$ cat config.mk
export PLATFORM = sky130hd
export DESIGN_NAME = m_mux3_arb
export DESIGN_NICKNAME = d
export VERILOG_FILES = /design/src/rtl/m_mux3_arb_pkg.sv /design/src/rtl/m_mux3_arb_rr3_pick.sv /design/src/rtl/m_mux3_arb.sv
export SDC_FILE = /design/constraint.sdc
export NUM_CORES = 1
export LEC_CHECK = 0
export ABC_AREA = 1
export BUFFER_PORTS_ARGS = -buffer_cell sky130_fd_sc_hd__buf_2
export CORE_UTILIZATION = 40
export DETAILED_ROUTE_END_ITERATION = 6
export HOLD_SLACK_MARGIN = 0.15
export PLACE_DENSITY = 0.66
export REMOVE_ABC_BUFFERS = 1
export SETUP_SLACK_MARGIN = 0.05
export SLEW_MARGIN = 20
export SYNTH_ARGS = -nofsm -noshare
export SYNTH_HDL_FRONTEND = slang
export SYNTH_SLANG_ARGS = --single-unit
$ cat constraint.sdc
create_clock -name MasterClock -period 1.9 [get_ports MasterClock]
set_clock_uncertainty 0.2 [all_clocks]
set_input_delay 0 -clock MasterClock [delete_from_list [all_inputs] [get_ports MasterClock]]
set_output_delay 0 -clock MasterClock [all_outputs]
set_load 0.05 [all_outputs]
$ cat src/rtl/m_mux3_arb_pkg.sv
// Shared definitions for the Slipstream counter-source mux arbiter:
// source indices, FSM states and the source-to-select encoding.
package m_mux3_arb_pkg;

    typedef logic [1:0] src_t;

    localparam src_t SRC_A = 2'd0;
    localparam src_t SRC_B = 2'd1;
    localparam src_t SRC_C = 2'd2;

    typedef enum logic [1:0] {
        ST_IDLE  = 2'd0,
        ST_GRANT = 2'd1,
        ST_TURN  = 2'd2
    } state_t;

    // Returns {SEL_1, SEL_0}; 2'b11 is never produced.
    function automatic logic [1:0] sel_encode(src_t s);
        case (s)
            SRC_B:   return 2'b01;
            SRC_C:   return 2'b10;
            default: return 2'b00;
        endcase
    endfunction

    function automatic logic [2:0] src_onehot(src_t s);
        case (s)
            SRC_A:   return 3'b001;
            SRC_B:   return 3'b010;
            SRC_C:   return 3'b100;
            default: return 3'b000;
        endcase
    endfunction

    function automatic src_t rr_next(src_t s);
        return (s == SRC_C) ? SRC_A : src_t'(s + 2'd1);
    endfunction

endpackage

$ cat src/rtl/m_mux3_arb_rr3_pick.sv
// Combinational round-robin picker over three requesters; the search
// starts at the source after the last winner.
module m_rr3_pick
    import m_mux3_arb_pkg::*;
(
    input  logic [2:0] req_i,
    input  src_t       last_i,
    output src_t       win_o,
    output logic       valid_o
);

    src_t c0, c1, c2;

    assign c0 = rr_next(last_i);
    assign c1 = rr_next(c0);
    assign c2 = rr_next(c1);

    always_comb begin
        win_o   = SRC_A;
        valid_o = 1'b1;
        if (req_i[c0]) begin
            win_o = c0;
        end else if (req_i[c1]) begin
            win_o = c1;
        end else if (req_i[c2]) begin
            win_o = c2;
        end else begin
            valid_o = 1'b0;
        end
    end

endmodule

$ cat src/rtl/m_mux3_arb.sv
// Round-robin owner of the A/B/C counter-source mux selects, with locked
// holds bounded by MAXHOLD and a one-cycle turnaround between owners.
module m_mux3_arb
    import m_mux3_arb_pkg::*;
#(
    parameter int unsigned MAXHOLD = 15
) (
    input  logic       MasterClock,
    input  logic       reset,
    input  logic       ENABLE,
    input  logic [2:0] REQ,
    input  logic [2:0] LOCK,
    output logic       SEL_0,
    output logic       SEL_1,
    output logic [2:0] GNT,
    output logic       BUSY,
    output logic [1:0] LAST
);

    localparam logic [3:0] MAXHOLD_W = MAXHOLD[3:0];

    state_t     state_q, state_d;
    logic [2:0] gnt_q, gnt_d;
    logic [1:0] sel_q, sel_d;
    src_t       last_q, last_d;
    logic [3:0] hold_q, hold_d;

    src_t       pick_win;
    logic       pick_vld;
    logic [3:0] hold_inc;
    logic       under_limit;
    logic       keep;

    m_rr3_pick u_pick (
        .req_i   (REQ),
        .last_i  (last_q),
        .win_o   (pick_win),
        .valid_o (pick_vld)
    );

    // hold_inc counts grant cycles including the current one.
    assign hold_inc    = (hold_q == 4'hF) ? 4'hF : hold_q + 4'd1;
    assign under_limit = (MAXHOLD_W == 4'd0) || (hold_inc < MAXHOLD_W);
    assign keep        = REQ[last_q] && LOCK[last_q] && under_limit;

    always_comb begin
        state_d = state_q;
        gnt_d   = gnt_q;
        sel_d   = sel_q;
        last_d  = last_q;
        hold_d  = hold_q;
        case (state_q)
            ST_IDLE: begin
                gnt_d = 3'b000;
                if (ENABLE && pick_vld) begin
                    state_d = ST_GRANT;
                    gnt_d   = src_onehot(pick_win);
                    sel_d   = sel_encode(pick_win);
                    last_d  = pick_win;
                    hold_d  = 4'd0;
                end
            end
            ST_GRANT: begin
                hold_d = hold_inc;
                if (!keep) begin
                    state_d = ST_TURN;
                    gnt_d   = 3'b000;
                end
            end
            ST_TURN: begin
                state_d = ST_IDLE;
                gnt_d   = 3'b000;
            end
            default: begin
                state_d = ST_IDLE;
                gnt_d   = 3'b000;
            end
        endcase
    end

    always_ff @(posedge MasterClock) begin
        if (reset) begin
            state_q <= ST_IDLE;
            gnt_q   <= 3'b000;
            sel_q   <= 2'b00;
            last_q  <= SRC_C;
            hold_q  <= 4'd0;
        end else begin
            state_q <= state_d;
            gnt_q   <= gnt_d;
            sel_q   <= sel_d;
            last_q  <= last_d;
            hold_q  <= hold_d;
        end
    end

    assign GNT   = gnt_q;
    assign SEL_1 = sel_q[1];
    assign SEL_0 = sel_q[0];
    assign BUSY  = (state_q != ST_IDLE);
    assign LAST  = last_q;

endmodule

==> run metrics, run 1 <==
final instance area 942 sq um; CTS H-tree lvls 1; Skew-Pair Late Insertion Delay 0.27 ns; Post-DP HPWL 1220 um; max_cap viols 0; first-pass GRT wire length 2820 um; list of most frequent post-synthesis cells nand2_1 (38), inv_1 (16), nand3_1 (15); f_max 604 MHz; WL final 1650 um; Slew Limit Fails 0; worst reg2reg path depth 8; Yosys cell types 19; largest net degree at the start of global routing 10; Req. time, crit path 1.91 ns; arrival time at the worst endpoint 1.67 ns; drt wl/cell 9.84 um; share of cells above drive strength 1 20.3%; RSZ-0062 raised after global routing no; Fin. Hold Viols 0; Post-synth EDFFs 0; post-route ant nets 0; sequential element share of the synthesized area 35.7%; crit path time final 1.66 ns; synth top area cells dfxtp_1 (36%), nand2_1 (20%), nand3_1 (10%), inv_1 (8.2%), a21oi_1 (6.2%); Mapped Cells 116; Final period util 87.1%; Least-Margin Pin Slew 0.481 ns; sequential share of power 43.1%; GPL Wtd Cong 0.805; CTS Buf Count 3; Via density 4.76; violation count after the first detailed-route iteration 25; RR Startpoint hold_q[0]; net count reported at finish 154; cell with the most instances after synthesis nand2_1; Metal-1 WL 772 um; Core Rows 15; largest area contributor in the netlist dfxtp_1; clock root cell clkbuf_4; post-synth design cell area 728 sq um; Crit. End Element flop; Pwr Density 763 nW/um^2; dpl cell area 836 sq um; number of diodes 0; Die W 44.7 um; share of the synthesized area in the top cell type 35.7%; setup TNS 0 ns; Syn-to-layout area delta 29.4%; die boundary height 44.7 um; CTS tree done; crit start category flop; pre-CTS setup slack 0.225 ns; Worst slew margin 67.8%; total gr overflow 0; CTS Sinks 13; Max Used Layer met4; Tot Pwr 0.719 mW; critical path type reg -> reg; Total GRT Usage 19.0%; status finished clean; Combinational Power Share 32.9%; Synth Area per Inst 6.28 sq um; hold path cells 8; Sw Share 37.6%; setup slack, reg-to-reg 0.24 ns; vias in the first global route 718; clk buf depth 2; clk slew on worst S/H paths 0.08 ns; setup ws final 0.245 ns; die area 1990 sq um; DRC Markers 0; Final setup viols 0; Post-synth top flop dfxtp_1; leak pwr 0.468 nW; I/O Buffers 16; IO Pins 17; clock share of power 24.0%; Synth async-reset ratio 0%; initial cell density of the core 42.6%; hold path start REQ[0]; Hold Path Sink sel_q[0]; CP max FO 5; drt pass-1 iters 4; WL met2 805 um; reg2reg end GNT[0]; Hold Crit Class in -> reg; Worst VDD drop 0.563 mV; vias 799; P_sw 0.271 mW; Int Pwr 0.449 mW; Yosys reg bits 13; initial antenna violation count 0; synth warn 0; Core Region 1710 sq um; DR WL met3 51 um
## registers in the layout, indices dropped and copies added (netlist names)
name,count
hold_q,4
GNT,3
LAST,2
sel_q,2
state_q,2
## power groups by stage
stage	registers [mW]	logic [mW]	clock network (mW)
2_1_floorplan	0.357	0.125	0
3_3_place_gp	0.315	0.219	0
3_5_place_dp	0.315	0.220	0
4_1_cts	0.309	0.232	0.178
5_1_grt	0.314	0.262	0.186
6_report	0.310	0.237	0.172
## per-stage QoR
step | hold slack (ns) | std cells | utilization (%)
finish | 0.147 | 168 | 55.2
global route | 0.220 | 168 | 55.2
CTS | 0.152 | 167 | 54.6
detailed placement | 0.0839 | 156 | 48.9
global placement | 0.0778 | 156 | 48.9
floorplan | -0.131 | 115 | -
## cell type report
class / count / area, sq um
fillers: 173 / 766
multi-input cells: 85 / 400
flip-flops and latches: 13 / 263
repair buffers: 24 / 158
inverters: 17 / 63.8
well taps: 25 / 31.3
clock buffers: 4 / 26.3
## worst max-delay path, stage by stage (launching register included)
cell and delay, ns:
dfxtp_1 0.35, ha_1 0.23, nand3_1 0.15, o21ai_0 0.12
nand2_1 0.08, nor2_1 0.05, nor2_2 0.17, nand3_1 0.10
a21oi_1 0.15
## repair_timing
item                                   in CTS  in global routing
setup endpoints to repair                   0                  2
endpoints found under the hold margin      13                  0
gates resized for setup                     0                  2
setup buffers                               0                  1
hold buffers                                7                  0
## layout by cell type (no fill, tap or decap)
master / netlist / routed
a21oi_1: 9 / 9
a21oi_2: 1 / 1
buf_2: 0 / 16
buf_4: 0 / 1
clkbuf_1: 1 / 1
clkbuf_4: 0 / 3
dfxtp_1: 13 / 11
dfxtp_2: 0 / 2
dlygate4sd3_1: 0 / 7
ha_1: 1 / 1
inv_1: 16 / 16
inv_2: 1 / 1
nand2_1: 38 / 38
nand2_2: 2 / 2
nand2_4: 1 / 1
nand3_1: 15 / 15
nand4_1: 1 / 1
nor2_1: 8 / 8
nor2_2: 2 / 2
o211ai_1: 1 / 1
o21ai_0: 2 / 2
o21ai_1: 1 / 1
o21bai_1: 2 / 2
o22ai_1: 1 / 1
## worst max path at each step
stage,from,endpoint,slack [ns],depth (start not counted)
2_1_floorplan,LAST[0],GNT[2],0.06,8
3_5_place_dp,LAST[1],LAST[0],0.23,8
3_3_place_gp,LAST[1],LAST[0],0.22,8
4_1_cts,LAST[1],LAST[0],0.19,8
6_report,hold_q[0],GNT[0],0.24,8
5_1_grt,hold_q[0],GNT[0],0.10,10
## kinds of logic (layout without fill, tap and decap cells)
logic type	after synthesis	after routing	synth area share, %
adder cells (fa/ha/maj)	1	1	1.72
flip-flops	13	13	35.7
AO/OA/AOI/OAI	17	17	13.4
buffers and inverters	18	45	9.28
AND/OR/NAND/NOR	67	67	39.9
## per-layer routing
metal  global-route usage (%)  vias to the layer above
met4                     7.27                        0
met1                     21.7                      356
met2                     34.4                       14
met5                        0                        -
li1                         -                      425
met3                     3.67                        4
No activity file was read; power rests on OpenSTA's default activity.
==> run 2: changes to the inputs <==
--- a/config.mk
+++ b/config.mk
@@ -5,12 +5,12 @@
 export SDC_FILE = /design/constraint.sdc
 export NUM_CORES = 1
 export LEC_CHECK = 0
-export ABC_AREA = 1
+export ABC_AREA = 0
 export BUFFER_PORTS_ARGS = -buffer_cell sky130_fd_sc_hd__buf_2
 export CORE_UTILIZATION = 40
 export DETAILED_ROUTE_END_ITERATION = 6
 export HOLD_SLACK_MARGIN = 0.15
-export PLACE_DENSITY = 0.66
+export PLACE_DENSITY = 0.67
 export REMOVE_ABC_BUFFERS = 1
 export SETUP_SLACK_MARGIN = 0.05
 export SLEW_MARGIN = 20
==> run metrics, run 2 <==
status finished, violations left; failing checks DRC; Worst slew margin 71.2% (+3.4 points); Slew Limit Fails 0 (unchanged); Synth Area per Inst 8.95 sq um (+43%); CTS tree done; clock root cell clkbuf_4; Hold Crit Class reg -> reg; Post-synth top flop dfxtp_1; Final period util 92.7% (+5.6 points); CP max stage delay 0.57 ns (+0.22 ns); max_cap viols 0 (unchanged); Final setup viols 0 (unchanged); WL final 1500 um (-9.3%); setup TNS 0 ns (unchanged); f_max 568 MHz (-6.0%); total gr overflow 0 (unchanged); arrival time at the worst endpoint 1.77 ns (+0.10 ns); Fillers 139 (-20%); I/O Buffers 16 (unchanged); minimum hold slack 0.255 ns (+0.108 ns); Crit path buffers/inverters 1 (+1); drt wl/cell 12.9 um (+31%); GPL Wtd Cong 0.778 (-3.4%); Least-Margin Pin Slew 0.430 ns (-0.0513 ns); setup ws final 0.138 ns (-0.107 ns); crit path max-delay cell type dlygate4sd3_1; cell family with most CP delay buffers and inverters; violation count after the first detailed-route iteration 7 (-72%); Post-DP HPWL 1030 um (-16%); Core Region 1510 sq um (-12%); share of the synthesized area in the top cell type 40.4% (+4.6 points); cell with the most instances after synthesis dfxtp_1; CP max FO 9 (+4); DRC Markers 1 (+1); Cell Chain, Critical Path nand4b_1 -> o311ai_2 -> dlygate4sd3_1 -> a21boi_0; post-cts sizing count 0 (unchanged); share of cells above drive strength 1 27.0% (+6.7 points); post-synth design cell area 644 sq um (-12%); Core Rows 14 (-1); Fin. Hold Viols 0 (unchanged); CTS H-tree lvls 1 (unchanged); CTS Buf Count 3 (unchanged); list of most frequent post-synthesis cells dfxtp_1 (13), a21oi_1 (7), nor2_1 (7); pre-CTS setup slack 0.251 ns (+0.0254 ns); critical path type reg -> reg; largest area contributor in the netlist dfxtp_1; Mapped Cells 72 (-38%); Synth async-reset ratio 0% (unchanged); Crit. End Element flop; drt pass-1 iters 6 (+2); sequential element share of the synthesized area 40.4% (+4.6 points); RSZ-0062 raised after global routing no; commonest cells after routing, fill and taps aside buf_2 (16), dfxtp_1 (13), dlygate4sd3_1 (9); final core utilization 56.9% (+1.7 points); synth warn 0 (unchanged); Via density 5.34 (+12%); post-route ant nets 0 (unchanged); die boundary height 42.1 um (-5.7%); leak pwr 0.340 nW (-27%); Yosys reg bits 13 (unchanged); Die W 42.1 um (-5.7%); Req. time, crit path 1.91 ns (about the same); Pwr Density 716 nW/um^2 (-6.2%); Total GRT Usage 18.7% (-0.34 points); register name with the most flops hold_q; IO Pins 17 (unchanged); CTS Sinks 13 (unchanged); number of diodes 0 (unchanged); max FFs per register 4 (unchanged); clk slew on worst S/H paths 0.08 ns (about the same); net count reported at finish 111 (-28%); clk buf depth 2 (unchanged); vias in the first global route 605 (-16%); Syn-to-layout area delta 33.0%; crit path time final 1.76 ns (+0.107 ns); initial antenna violation count 0 (unchanged); first-pass GRT wire length 2530 um (-10%); Post-synth EDFFs 0 (unchanged); Yosys cell types 30 (+11); Worst VDD drop 0.485 mV (-14%); Skew-Pair Late Insertion Delay 0.28 ns (about the same); crit start category flop; largest net degree at the start of global routing 13 (+3); vias 619 (-23%); most common cell after layout, fill and taps aside buf_2; die area 1780 sq um (-11%); initial cell density of the core 42.8% (+0.14 points); synth top area cells dfxtp_1 (40%), a21oi_1 (5.4%), nor2_1 (4.1%), o31ai_4 (3.3%), nor2b_1 (2.9%)
run 2: worst paths after layout:
kind         startpoint    endpoint  slack [ns]  depth (start not counted)
max             LAST[1]  state_q[1]        0.14                          4
min            sel_q[1]    sel_q[1]        0.25                          2
max reg2reg     LAST[1]  state_q[1]        0.14                          4
min reg2reg    sel_q[1]    sel_q[1]        0.25                          2
run 2: cells by family after synthesis:
group / share of synthesized area (%)
DFF: 40.4
adders and majority gates: 1.94
buffers and inverters: 2.91
and+or+nand+nor: 23.7
AOI/OAI and AO/OA: 31.1
run 2: worst reg2reg max path: stages (launching register included):
cell           delay, ns
dfxtp_1             0.49
nand4b_1            0.17
o311ai_2            0.12
dlygate4sd3_1       0.57
a21boi_0            0.14
run 2: cell type report:
type	count	area [sq um]	share of cell area [%]
inverters	4	15.0	1.75
well taps	16	20.0	2.34
repair buffers	25	170	19.9
flip-flops and latches	13	260	30.4
clock buffers	4	26.3	3.07
multi-input cells	54	365	42.6
run 2: per-stage QoR:
stage / instances / cell area, sq um / power (mW)
2_1_floorplan: 71 / 641 / 0.395
3_3_place_gp: 103 / 741 / 0.433
3_5_place_dp: 103 / 741 / 0.436
4_1_cts: 116 / 857 / 0.622
5_1_grt: 116 / 857 / 0.649
6_report: 116 / 857 / 0.614
run 2: power by group:
group	total [mW]	leakage (nW)	switching (mW)	internal [mW]
registers	0.302	0.106	0.0159	0.287
logic	0.144	0.219	0.0888	0.0548
clock network	0.168	0.0150	0.0864	0.0814
run 2: repair_timing:
action                     4_1_cts  5_1_grt
setup buffers                    0        0
hold endpoints to repair        13        0
hold buffers                     9        0
setup endpoints to repair        0        0
run 2: metal layers:
layer	vias to the layer above	share of wire (%)	GRT usage, %
li1	326	-	-
met1	280	48	21.7
met2	10	46	31.6
met3	3	4.2	7.33
met4	0	0.67	5.63
met5	-	0	0
==> run 3: changes to the inputs <==
--- a/config.mk
+++ b/config.mk
@@ -6,11 +6,11 @@
 export NUM_CORES = 1
 export LEC_CHECK = 0
 export ABC_AREA = 0
-export BUFFER_PORTS_ARGS = -buffer_cell sky130_fd_sc_hd__buf_2
 export CORE_UTILIZATION = 40
 export DETAILED_ROUTE_END_ITERATION = 6
+export DONT_BUFFER_PORTS = 1
 export HOLD_SLACK_MARGIN = 0.15
-export PLACE_DENSITY = 0.67
+export PLACE_DENSITY = 0.58
 export REMOVE_ABC_BUFFERS = 1
 export SETUP_SLACK_MARGIN = 0.05
 export SLEW_MARGIN = 20
==> run metrics, run 3 (synthesis results as in run 2) <==
WL met2 690 um (-1.0%); clk slew on worst S/H paths 0.08 ns (about the same); CP max FO 5 (-4); DRC Markers 0 (-1); Metal-1 WL 648 um (-11%); Die W 42.1 um (unchanged); WL final 1460 um (-2.5%); Core Region 1510 sq um (unchanged); Crit. End Element flop; GPL Wtd Cong 0.716 (-7.9%); Finished Layout Cells 106 (-8.6%); f_max 598 MHz (+5.4%); Skew-Pair Late Insertion Delay 0.28 ns (about the same); CP max stage delay 0.40 ns (-0.17 ns); RSZ-0062 raised after global routing no; violation count after the first detailed-route iteration 10 (+3); commonest cells after routing, fill and taps aside dfxtp_1 (13), dlygate4sd3_1 (8), a21oi_1 (7), nor2_1 (7), buf_4 (7); initial antenna violation count 0 (unchanged); total gr overflow 0 (unchanged); first-pass GRT wire length 2420 um (-4.1%); register name with the most flops hold_q; die area 1780 sq um (unchanged); CTS H-tree lvls 1 (unchanged); leak pwr 0.300 nW (-12%); number of diodes 0 (unchanged); Slew Limit Fails 0 (unchanged); CTS Sinks 13 (unchanged); Max Used Layer met4; crit start category flop; cell family with most CP delay compound AO/OA/AOI/OAI gates; CTS tree done; critical path type reg -> reg; Hold Crit Class reg -> reg; minimum hold slack 0.260 ns (+0.00548 ns); post-placement cell count 94 (-8.7%); vias 613 (-0.97%); Final period util 88.0% (-4.8 points); status finished clean; largest net degree at the start of global routing 13 (unchanged); I/O Buffers 0 (-16); Worst slew margin 69.6% (-1.6 points); Via density 5.78 (+8.4%); Fillers 141 (+1.4%); Syn-to-layout area delta 27.2%; net count reported at finish 101 (-9.0%); vias in the first global route 573 (-5.3%); IO Pins 17 (unchanged); clock root cell clkbuf_4; setup slack, reg-to-reg 0.23 ns (+0.09 ns); DR WL met3 103 um (+63%); Post-DP HPWL 1010 um (-2.2%); clk buf depth 2 (unchanged); setup TNS 0 ns (unchanged); Setup Buffers After CTS 0 (unchanged); Cell Chain, Critical Path ha_1 -> o211ai_1 -> o2111a_2 -> or2_2; max FFs per register 4 (unchanged); most common cell after layout, fill and taps aside dfxtp_1; Least-Margin Pin Slew 0.454 ns (+0.0243 ns); post-cts sizing count 0 (unchanged); crit path time final 1.67 ns (-0.0904 ns); initial cell density of the core 42.8% (unchanged); max_cap viols 0 (unchanged); share of cells above drive strength 1 20.0% (-7.0 points); crit path max-delay cell type dfxtp_1; Final setup viols 0 (unchanged); Pwr Density 744 nW/um^2 (+3.9%); drt pass-1 iters 4 (-2); CTS Buf Count 3 (unchanged); Core Rows 14 (unchanged); drt wl/cell 13.8 um (+6.7%); Req. time, crit path 1.87 ns (-0.04 ns); Worst VDD drop 0.601 mV (+24%); Fin. Hold Viols 0 (unchanged); Crit path buffers/inverters 0 (-1); die boundary height 42.1 um (unchanged); arrival time at the worst endpoint 1.64 ns (-0.13 ns); post-route ant nets 0 (unchanged); Total GRT Usage 18.3% (-0.38 points)
## run 3: per-layer routing
metal / GRT usage (%) / vias to the layer above
met5: 0 / -
met4: 5.63 / 0
met3: 7.76 / 4
met2: 28.7 / 20
met1: 22.8 / 281
li1: - / 308
## run 3: what timing repair did
action,4_1_cts,5_1_grt
endpoints found under the hold margin,13,0
hold buffers,8,0
endpoints found under the setup margin,0,0
## run 3: power breakdown
| part | total [mW] | internal [mW] | switching [mW] |
|---|---|---|---|
| Clock | 0.171 | 0.0815 | 0.0892 |
| Sequential | 0.298 | 0.286 | 0.0117 |
| Combinational | 0.141 | 0.0499 | 0.0910 |
## run 3: through the flow
step | instance area (sq um) | util, % | total power, mW | setup slack [ns]
floorplan | 641 | - | 0.395 | 0.105
global placement | 713 | 47.3 | 0.420 | 0.302
detailed placement | 713 | 47.3 | 0.421 | 0.259
CTS | 820 | 54.4 | 0.618 | 0.230
global route | 820 | 54.4 | 0.644 | 0.163
finish | 820 | 54.4 | 0.610 | 0.229
## run 3: cell type report
class	count	area [sq um]	area share [%]
multi-input cells	54	365	44.6
flip-flops and latches	13	260	31.8
repair buffers	15	133	16.2
clock buffers	4	26.3	3.21
well taps	16	20.0	2.44
inverters	4	15.0	1.83
## run 3: path summary, 6_finish.rpt
| kind | from | endpoint | depth (start not counted) |
|---|---|---|---|
| max | hold_q[0] | state_q[0] | 4 |
| min | sel_q[0] | sel_q[0] | 2 |
| max reg2reg | hold_q[0] | state_q[0] | 4 |
| min reg2reg | sel_q[0] | sel_q[0] | 2 |
## run 3: tightest hold or removal path, stage by stage, from the launching register on
cell     delay, ns
dfxtp_1       0.31
nand2_1       0.05
a21oi_1       0.05
